File: src/rtl/jedro_1_lsu_pkg.sv
// Shared definitions for the jedro_1 load-store unit: access sizes, FSM
// state encoding and small address helpers used by the top and the aligner.
package jedro_1_lsu_pkg;

    localparam logic [1:0] LSU_SIZE_BYTE = 2'b00;
    localparam logic [1:0] LSU_SIZE_HALF = 2'b01;
    localparam logic [1:0] LSU_SIZE_WORD = 2'b10;

    typedef enum logic [1:0] {
        LSU_IDLE = 2'b00,
        LSU_REQ  = 2'b01,
        LSU_RESP = 2'b10,
        LSU_WB   = 2'b11
    } lsu_state_e;

    // Byte offset actually used for lane selection: bits below the access
    // size are ignored, so a half uses a[1] only and a word always lane 0.
    function automatic logic [1:0] lsu_eff_offset(input logic [1:0] size,
                                                  input logic [1:0] a);
        logic [1:0] off;
        case (size)
            LSU_SIZE_BYTE: off = a;
            LSU_SIZE_HALF: off = {a[1], 1'b0};
            default:       off = 2'b00;
        endcase
        return off;
    endfunction

    // True when the address is not naturally aligned for the access size.
    function automatic logic lsu_is_misaligned(input logic [1:0] size,
                                               input logic [1:0] a);
        logic mis;
        case (size)
            LSU_SIZE_BYTE: mis = 1'b0;
            LSU_SIZE_HALF: mis = a[0];
            default:       mis = (a != 2'b00);
        endcase
        return mis;
    endfunction

endpackage

File: src/rtl/jedro_1_lsu_align.sv
// Combinational data aligner for the LSU.
// Store side: byte enables and lane-replicated write data.
// Load side: lane select of the response word and sign/zero extension.
module jedro_1_lsu_align
    import jedro_1_lsu_pkg::*;
#(
    parameter int DATA_WIDTH = 32
) (
    input  logic [1:0]            st_size,
    input  logic [1:0]            st_offset,
    input  logic [DATA_WIDTH-1:0] st_wdata,
    output logic [3:0]            st_be,
    output logic [DATA_WIDTH-1:0] st_wdata_rep,
    input  logic [1:0]            ld_size,
    input  logic [1:0]            ld_offset,
    input  logic                  ld_unsigned,
    input  logic [DATA_WIDTH-1:0] ld_rdata,
    output logic [DATA_WIDTH-1:0] ld_data
);

    logic [DATA_WIDTH-1:0] ld_shifted;

    // Byte enables: a contiguous mask shifted to the (already masked) offset.
    always_comb begin
        case (st_size)
            LSU_SIZE_BYTE: st_be = 4'b0001 << st_offset;
            LSU_SIZE_HALF: st_be = 4'b0011 << st_offset;
            default:       st_be = 4'b1111;
        endcase
    end

    // Replicate the low byte/half into every lane so any byte enable pattern
    // picks up the right bits without a data shifter.
    genvar gi;
    generate
        for (gi = 0; gi < 4; gi++) begin : g_lane
            always_comb begin
                case (st_size)
                    LSU_SIZE_BYTE: st_wdata_rep[8*gi +: 8] = st_wdata[7:0];
                    LSU_SIZE_HALF: st_wdata_rep[8*gi +: 8] = st_wdata[8*(gi%2) +: 8];
                    default:       st_wdata_rep[8*gi +: 8] = st_wdata[8*gi +: 8];
                endcase
            end
        end
    endgenerate

    assign ld_shifted = ld_rdata >> {ld_offset, 3'b000};

    // Extend the selected lane to register width.
    always_comb begin
        case (ld_size)
            LSU_SIZE_BYTE: ld_data = ld_unsigned ? {24'b0, ld_shifted[7:0]}
                                                 : {{24{ld_shifted[7]}}, ld_shifted[7:0]};
            LSU_SIZE_HALF: ld_data = ld_unsigned ? {16'b0, ld_shifted[15:0]}
                                                 : {{16{ld_shifted[15]}}, ld_shifted[15:0]};
            default:       ld_data = ld_shifted;
        endcase
    end

endmodule

File: src/rtl/jedro_1_lsu.sv
// jedro_1 load-store unit: one memory access at a time over a req/gnt/rvalid
// bus, load data aligned/extended and written back to the register file.
// Optional: JEDRO_1_LSU_MISALIGN_CHECK_EN rejects misaligned half/word
// accesses with a one-cycle misaligned_o pulse and no bus request.
module jedro_1_lsu
    import jedro_1_lsu_pkg::*;
#(
    parameter int DATA_WIDTH     = 32,
    parameter int ADDR_WIDTH     = 32,
    parameter int REG_ADDR_WIDTH = 5
) (
    input  logic                      clk_i,
    input  logic                      rst_i,
    input  logic                      ctrl_valid_i,
    output logic                      ctrl_ready_o,
    input  logic                      ctrl_we_i,
    input  logic [1:0]                ctrl_size_i,
    input  logic                      ctrl_unsigned_i,
    input  logic [REG_ADDR_WIDTH-1:0] ctrl_regdest_i,
    input  logic [ADDR_WIDTH-1:0]     addr_i,
    input  logic [DATA_WIDTH-1:0]     wdata_i,
    output logic                      data_req_o,
    input  logic                      data_gnt_i,
    output logic [ADDR_WIDTH-1:0]     data_addr_o,
    output logic                      data_we_o,
    output logic [3:0]                data_be_o,
    output logic [DATA_WIDTH-1:0]     data_wdata_o,
    input  logic                      data_rvalid_i,
    input  logic [DATA_WIDTH-1:0]     data_rdata_i,
    output logic                      rf_we_o,
    output logic [REG_ADDR_WIDTH-1:0] rf_addr_o,
    output logic [DATA_WIDTH-1:0]     rf_wdata_o,
    output logic                      misaligned_o
);

    lsu_state_e                state_reg;
    logic [ADDR_WIDTH-1:0]     addr_reg;
    logic                      we_reg;
    logic [3:0]                be_reg;
    logic [DATA_WIDTH-1:0]     wdata_reg;
    logic [1:0]                size_reg;
    logic [1:0]                offset_reg;
    logic                      unsigned_reg;
    logic [REG_ADDR_WIDTH-1:0] regdest_reg;
    logic [DATA_WIDTH-1:0]     rf_wdata_reg;

    logic [1:0]                acc_offset;
    logic [3:0]                acc_be;
    logic [DATA_WIDTH-1:0]     acc_wdata;
    logic [DATA_WIDTH-1:0]     ld_data;
    logic                      resp_fire;
    logic                      accept;
    logic                      acc_misaligned;

    assign acc_offset = lsu_eff_offset(ctrl_size_i, addr_i[1:0]);
    assign accept     = ctrl_valid_i && (state_reg == LSU_IDLE);

`ifdef JEDRO_1_LSU_MISALIGN_CHECK_EN
    logic misaligned_reg;
    assign acc_misaligned = lsu_is_misaligned(ctrl_size_i, addr_i[1:0]);
    assign misaligned_o   = misaligned_reg;

    // One-cycle flag in the cycle after a misaligned op is accepted.
    always_ff @(posedge clk_i) begin
        if (rst_i) begin
            misaligned_reg <= 1'b0;
        end else begin
            misaligned_reg <= accept && acc_misaligned;
        end
    end
`else
    assign acc_misaligned = 1'b0;
    assign misaligned_o   = 1'b0;
`endif

    jedro_1_lsu_align #(
        .DATA_WIDTH(DATA_WIDTH)
    ) u_align (
        .st_size     (ctrl_size_i),
        .st_offset   (acc_offset),
        .st_wdata    (wdata_i),
        .st_be       (acc_be),
        .st_wdata_rep(acc_wdata),
        .ld_size     (size_reg),
        .ld_offset   (offset_reg),
        .ld_unsigned (unsigned_reg),
        .ld_rdata    (data_rdata_i),
        .ld_data     (ld_data)
    );

    // A response counts in RESP, or in REQ when it arrives together with gnt.
    assign resp_fire = data_rvalid_i &&
                       ((state_reg == LSU_RESP) ||
                        ((state_reg == LSU_REQ) && data_gnt_i));

    // Main access FSM and the registered bus/write-back fields.
    always_ff @(posedge clk_i) begin
        if (rst_i) begin
            state_reg    <= LSU_IDLE;
            addr_reg     <= '0;
            we_reg       <= 1'b0;
            be_reg       <= 4'b0000;
            wdata_reg    <= '0;
            size_reg     <= LSU_SIZE_BYTE;
            offset_reg   <= 2'b00;
            unsigned_reg <= 1'b0;
            regdest_reg  <= '0;
            rf_wdata_reg <= '0;
        end else begin
            case (state_reg)
                LSU_IDLE: begin
                    if (accept) begin
                        addr_reg     <= {addr_i[ADDR_WIDTH-1:2], 2'b00};
                        we_reg       <= ctrl_we_i;
                        be_reg       <= acc_be;
                        wdata_reg    <= acc_wdata;
                        size_reg     <= ctrl_size_i;
                        offset_reg   <= acc_offset;
                        unsigned_reg <= ctrl_unsigned_i;
                        regdest_reg  <= ctrl_regdest_i;
                        state_reg    <= acc_misaligned ? LSU_IDLE : LSU_REQ;
                    end
                end
                LSU_REQ: begin
                    if (data_gnt_i) begin
                        if (resp_fire) begin
                            state_reg <= we_reg ? LSU_IDLE : LSU_WB;
                            if (!we_reg) begin
                                rf_wdata_reg <= ld_data;
                            end
                        end else begin
                            state_reg <= LSU_RESP;
                        end
                    end
                end
                LSU_RESP: begin
                    if (resp_fire) begin
                        state_reg <= we_reg ? LSU_IDLE : LSU_WB;
                        if (!we_reg) begin
                            rf_wdata_reg <= ld_data;
                        end
                    end
                end
                LSU_WB: begin
                    state_reg <= LSU_IDLE;
                end
                default: begin
                    state_reg <= LSU_IDLE;
                end
            endcase
        end
    end

    assign ctrl_ready_o = (state_reg == LSU_IDLE);
    // Reset removes the request in the same cycle it is raised.
    assign data_req_o   = (state_reg == LSU_REQ) && !rst_i;
    assign data_addr_o  = addr_reg;
    assign data_we_o    = we_reg;
    assign data_be_o    = be_reg;
    assign data_wdata_o = wdata_reg;
    // Writes to x0 are dropped.
    assign rf_we_o      = (state_reg == LSU_WB) && (regdest_reg != '0);
    assign rf_addr_o    = regdest_reg;
    assign rf_wdata_o   = rf_wdata_reg;

endmodule
File: config.mk
export PLATFORM = sky130hd
export DESIGN_NAME = jedro_1_lsu
export DESIGN_NICKNAME = d
export VERILOG_FILES = /design/src/rtl/jedro_1_lsu_pkg.sv /design/src/rtl/jedro_1_lsu_align.sv /design/src/rtl/jedro_1_lsu.sv
export SDC_FILE = /design/constraint.sdc
export NUM_CORES = 1
export LEC_CHECK = 0
export CORE_MARGIN = 2
export CORE_UTILIZATION = 42
export CTS_CLUSTER_SIZE = 16
export DETAILED_ROUTE_END_ITERATION = 10
export PLACE_DENSITY = 0.81
export SYNTH_ARGS = -nofsm -noshare
export SYNTH_HDL_FRONTEND = slang
export SYNTH_SLANG_ARGS = --single-unit
File: constraint.sdc
create_clock -name clk_i -period 2.2 [get_ports clk_i]
set_clock_uncertainty 0.15 [all_clocks]
set_input_delay 0.22 -clock clk_i [delete_from_list [all_inputs] [get_ports clk_i]]
set_output_delay 0.22 -clock clk_i [all_outputs]
set_load 0.01 [all_outputs]
# After elaboration in Yosys (flattened, before gate mapping)
# Cells that the tools add are included.
# totals
latchBits	0
n_memories	0
out_inout_bits	110
romBits	0
mem_bits_rw	0
register_bits	111
word_cells	55
# classes
add_sub_neg	0
shift	3
order_cmp	0
n_reduce_logical	16
mul	0
n_div	0
n_mux	18
bitwise	0
n_eq_ne	8
# op_table
cell	n
$mux 32	5
$pmux 32 s2	2
$shr 32x5->32	1
$mux 8	2
$pmux 8 s2	1
$mux 2	5
$pmux 2 s4	1
$pmux 4 s2	1
$eq 2x1->1 const B	3
$logic_not 2->1	3
$logic_and 1x1->1	5
$reduce_bool 5->1	1
$eq 2x2->1 const B	2
$ne 2x2->1 const B	2
$pmux 2 s2	1
$reduce_and 2->1	2
$shl 1x2->4 const A	1
$shl 2x2->4 const A	1
$reduce_and 3->1	1
$ne 2x1->1 const B	1
$reduce_bool 2->1	1
$reduce_or 2->1	1
$logic_not 1->1	1
$logic_or 1x1->1	1

# Longest topological paths before layout
# logic_depth
depth_word	7
mapped_depth	7
ltp_nobuf	4

# By module
# From an unflattened synthesis, not the netlist that was laid out.
# hier_totals
hier_cells	689
area_unflattened_um2	5506.5
# modules_own_cells
mod	seq_area_each_um2	n_inst	cells_per_inst	area_per_inst_um2
jedro_1_lsu	2222.1	1	520	4340.4
jedro_1_lsu_align	0.0	1	169	1166.1

# Worst setup path after synthesis
# Ideal clock, no wire load.
# synth_timing
path_kind	reg2reg
from	reg offset_reg[1]
to	reg rf_wdata_reg[20], in the netlist rf_wdata_o[20]
setup_time_ns	0.145
arrival_time_ns	1.409
n_path_buf	2
setup_slack_ns	0.496
synth_period_minus_slack_ns	1.704
required_time_ns	1.905
path_stages_with_launch	7
path_cell_list	dfxtp_1 > buf_6 > mux2i_1 > nand3b_1 > a31oi_4 > buf_6 > a211oi_2
# synth_via
elab_chain_cells	7
word_cells_on_any_way	8
# synth_lines
item	line	rtl
start, declared	jedro_1_lsu.sv:42	logic [1:0] offset_reg;
start signal, assigned	jedro_1_lsu.sv:118	offset_reg <= acc_offset;
$shr 32x5->32 *	jedro_1_lsu_align.sv:47	assign ld_shifted = ld_rdata >> {ld_offset, 3'b000};
$mux 32 (on tied branches)	jedro_1_lsu_align.sv:54, jedro_1_lsu_align.sv:52	
$pmux 32 s2 *	jedro_1_lsu_align.sv:51	case (ld_size)
$mux 32 *	jedro_1_lsu.sv:128, jedro_1_lsu.sv:139	
$mux 32 *	jedro_1_lsu.sv:126	if (resp_fire) begin
$mux 32	jedro_1_lsu.sv:125	if (data_gnt_i) begin
$pmux 32 s2 *	jedro_1_lsu.sv:110	case (state_reg)
end signal, assigned	jedro_1_lsu.sv:129	rf_wdata_reg <= ld_data;
end signal, assigned	jedro_1_lsu.sv:140	rf_wdata_reg <= ld_data;
end, declared	jedro_1_lsu.sv:45	logic [DATA_WIDTH-1:0] rf_wdata_reg;
# Every way passes the cells marked *; elsewhere a longest branch is shown, timed or not. The select of a mux whose other input is x is not followed.
# A chain may end at the register's enable or synchronous reset.

# Worst setup path in the final report
# layout_timing
from	reg regdest_reg[0], in the netlist rf_addr_o[0]
to	out rf_we_o
# layout_via
elab_chain_cells	2
# layout_lines
item	line	rtl
start, declared	jedro_1_lsu.sv:44	logic [REG_ADDR_WIDTH-1:0] regdest_reg;
start signal, assigned	jedro_1_lsu.sv:120	regdest_reg <= ctrl_regdest_i;
$reduce_bool 5->1	jedro_1_lsu.sv:162	assign rf_we_o = (state_reg == LSU_WB) && (regdest_reg != '0);
$logic_and 1x1->1	jedro_1_lsu.sv:162	
end, declared	jedro_1_lsu.sv:30	output logic rf_we_o,
# No other way between the ends.

==> impl_metrics.ini <==
[setup_path]
required_ps = 1830
cp.depth = 3
cp_data_arrival_time_ps = 1700
crit_type = reg2out
r2r_end = rf_wdata_o[28]$_SDFFE_PP0P_
path_cells = or3_1 > o311a_1 > dlygate4sd2_1
crit_path_max_incr_delay_ps = 420
r2r_slack_ps = 280
startpoint = rf_addr_o[0]$_SDFFE_PP0P_
path_delay_family = simple AND/OR/NAND/NOR gates
startpoint_type = flop
worst-path-max-fanout = 3
end_kind = output port
critPathBufInv = 1
rr_worst_depth = 4
rr_startpoint = offset_reg[1]$_SDFFE_PP0P_
slowest_stage = or3_1
cp-endpoint = rf_we_o

[routing]
drc = 0
avgViaCountPerCell = 5.28
ant_nets = 0
dr.pass1.iters = 6
drt_wl_total_mm = 15.7
num_vias = 4991
drtIter0Drc = 244
avgRoutedWirePerCell_um = 16.7

[clock_tree]
cts_max_level = 3
post-cts-setup-buffers = 0
root_buffer = clkbuf_16
clk_pin_slew_ps = 80
clk_latency_ps = 350
cts_tree = built
clock_path_buffers = 2
cts_hold_buf = 0
cts_buffers = 9
cts.sinks = 111

[timing]
setup_viol = 0
hold_ws_ps = 262
fin_crit_ps = 2070
fmax_mhz = 483
rsz0062_at_grt = no
tns_ps = 0
fin_ws_ps = 128
period_share_pct = 94.2
slew-limit-headroom_pct = 61.0
finalHoldViolCount = 0
tightest_slew_ps = 584
report.final.slew_viol_count = 0

[floorplan]
die_w_um = 112
die_h_um = 112
coreArea_sq_um = 11400
num_rows = 39
dieArea_sq_um = 12600
io_pins = 220
start_util_pct = 43.0

[flow_run]
maxCapViolCount = 0

[placed_design]
dpl.hpwl_mm = 11.5
placed_cells = 929
port_buffers = 216
dp_slack_ps = 72.7
gp_congestion = 0.869

[synth]
synth.cell_area_sq_um = 4910
ys_seq_elements = 111
synthArstFlopShare_pct = 0
netlist_top_cells_count = 162 x nand2_1, 111 x dfxtp_1, 68 x a21oi_1, 55 x nor2_1, 27 x mux2i_1
netlist.area_leader.share_pct = 45.2
ys.flop_type = dfxtp_1
synth_warnings = 0
synth_area_leaders = dfxtp_1 45%, nand2_1 12%, a21oi_1 6.9%
syn_inst = 605
ys_types = 38
yosysSeqAreaShare_pct = 45.2
synth_area_leader_cell = dfxtp_1
synth-edff-count = 0
post-synth-top-count-cell = nand2_1
synth.avg_cell_area_sq_um = 8.12

[outcome]
outcome = complete, no violations

[global_routing]
grt_max_degree = 112
grt_pass1_wl_mm = 24.4
grt_pass1_vias = 4946
grt_antenna_before_repair = 0
grt_util_all_layers_pct = 24.2
grt_overflow = 0

[final_layout]
nNetsFinal = 907
antenna_cells = 0
syn_to_final_growth_pct = 53.0
drive_gt1_share_pct = 8.23
n_fill_cell = 921
stdcell_count = 945

[power_and_ir_drop]
peakVddDrop_mv = 0.414
leakagePower_nw = 2.67
powerDensity_nw_per_um2 = 688
power.total_mw = 5.17

[worst_hold_path]
hp-class = in2reg
==> cells in the final DEF (no fill, tap or decap), types with 5 or more instances in the layout <==
master           instances
clkdlybuf4s50_1        214
nand2_1                162
dfxtp_1                111
a21oi_1                 67
nor2_1                  55
mux2i_1                 27
o21ai_0                 24
a211oi_1                23
mux2_2                  15
buf_4                   11
a211oi_2                10
clkbuf_16                9
and2_1                   8
a311oi_1                 8
o211ai_1                 7
buf_12                   6
nand2b_1                 5
==> tightest hold or removal path, stage by stage <==
cell             delay [ps]
clkdlybuf4s50_1         400
nand2_1                  50
a21oi_1                  50
==> metal layers <==
metal / GRT usage [%] / part of all wire (%) / wire length (um)
met1: 26.4 / 38 / 6000
met4: 8.70 / 2.0 / 308
met2: 43.1 / 50 / 7820
met3: 9.02 / 10 / 1610
met5: 0 / 0 / 0
==> worst min path at each step <==
stage	from	endpoint	slack, ps	depth (start not counted)
floorplan	data_rvalid_i	state_reg[1]$_SDFFE_PP0P_	190	1
global placement	data_addr_o[22]$_SDFFE_PP0P_	data_addr_o[22]$_SDFFE_PP0P_	290	2
detailed placement	data_addr_o[16]$_SDFFE_PP0P_	data_addr_o[16]$_SDFFE_PP0P_	300	2
CTS	addr_i[10]	data_addr_o[10]$_SDFFE_PP0P_	260	3
global route	addr_i[10]	data_addr_o[10]$_SDFFE_PP0P_	260	3
finish	addr_i[10]	data_addr_o[10]$_SDFFE_PP0P_	260	3
==> report_power, final <==
group          internal [mW]  switching [mW]
clock                  0.914           0.804
sequential              2.16          0.0933
combinational          0.635           0.563
total                   3.71            1.46
==> final cells by class <==
class / count / area (sq um) / area share, %
Clock buffer: 9 / 225 / 3.00
Sequential cell: 111 / 2220 / 29.6
Multi-Input combinational cell: 443 / 2450 / 32.6
Clock inverter: 7 / 88.8 / 1.18
Tap cell: 143 / 179 / 2.38
Timing Repair Buffer: 232 / 2350 / 31.3
==> kinds of logic (layout without fill, tap and decap cells) <==
logic type / count (synthesis) / in the layout / share of synthesized area [%]
AND/OR/NAND/NOR: 248 / 248 / 20.6
other: 1 / 3 / 0.0763
buffers and inverters: 53 / 248 / 5.17
multiplexers: 42 / 42 / 8.94
AO/OA/AOI/OAI: 150 / 150 / 20.0
flip-flops: 111 / 111 / 45.2
==> per-stage QoR <==
| stage | util (%) | cell area (sq um) |
|---|---|---|
| 6_report | 65.9 | 7520 |
| 5_1_grt | 65.9 | 7520 |
| 4_1_cts | 65.9 | 7520 |
| 3_5_place_dp | 63.1 | 7210 |
| 3_3_place_gp | 63.1 | 7210 |
| 2_1_floorplan | - | 4920 |
==> repair_timing <==
| item | in CTS | in global routing |
|---|---|---|
| hold endpoints to repair | 0 | 0 |
| setup endpoints to repair | 1 | 0 |
| gates resized for setup | 1 | 0 |
(Power assumes the default switching activity.)
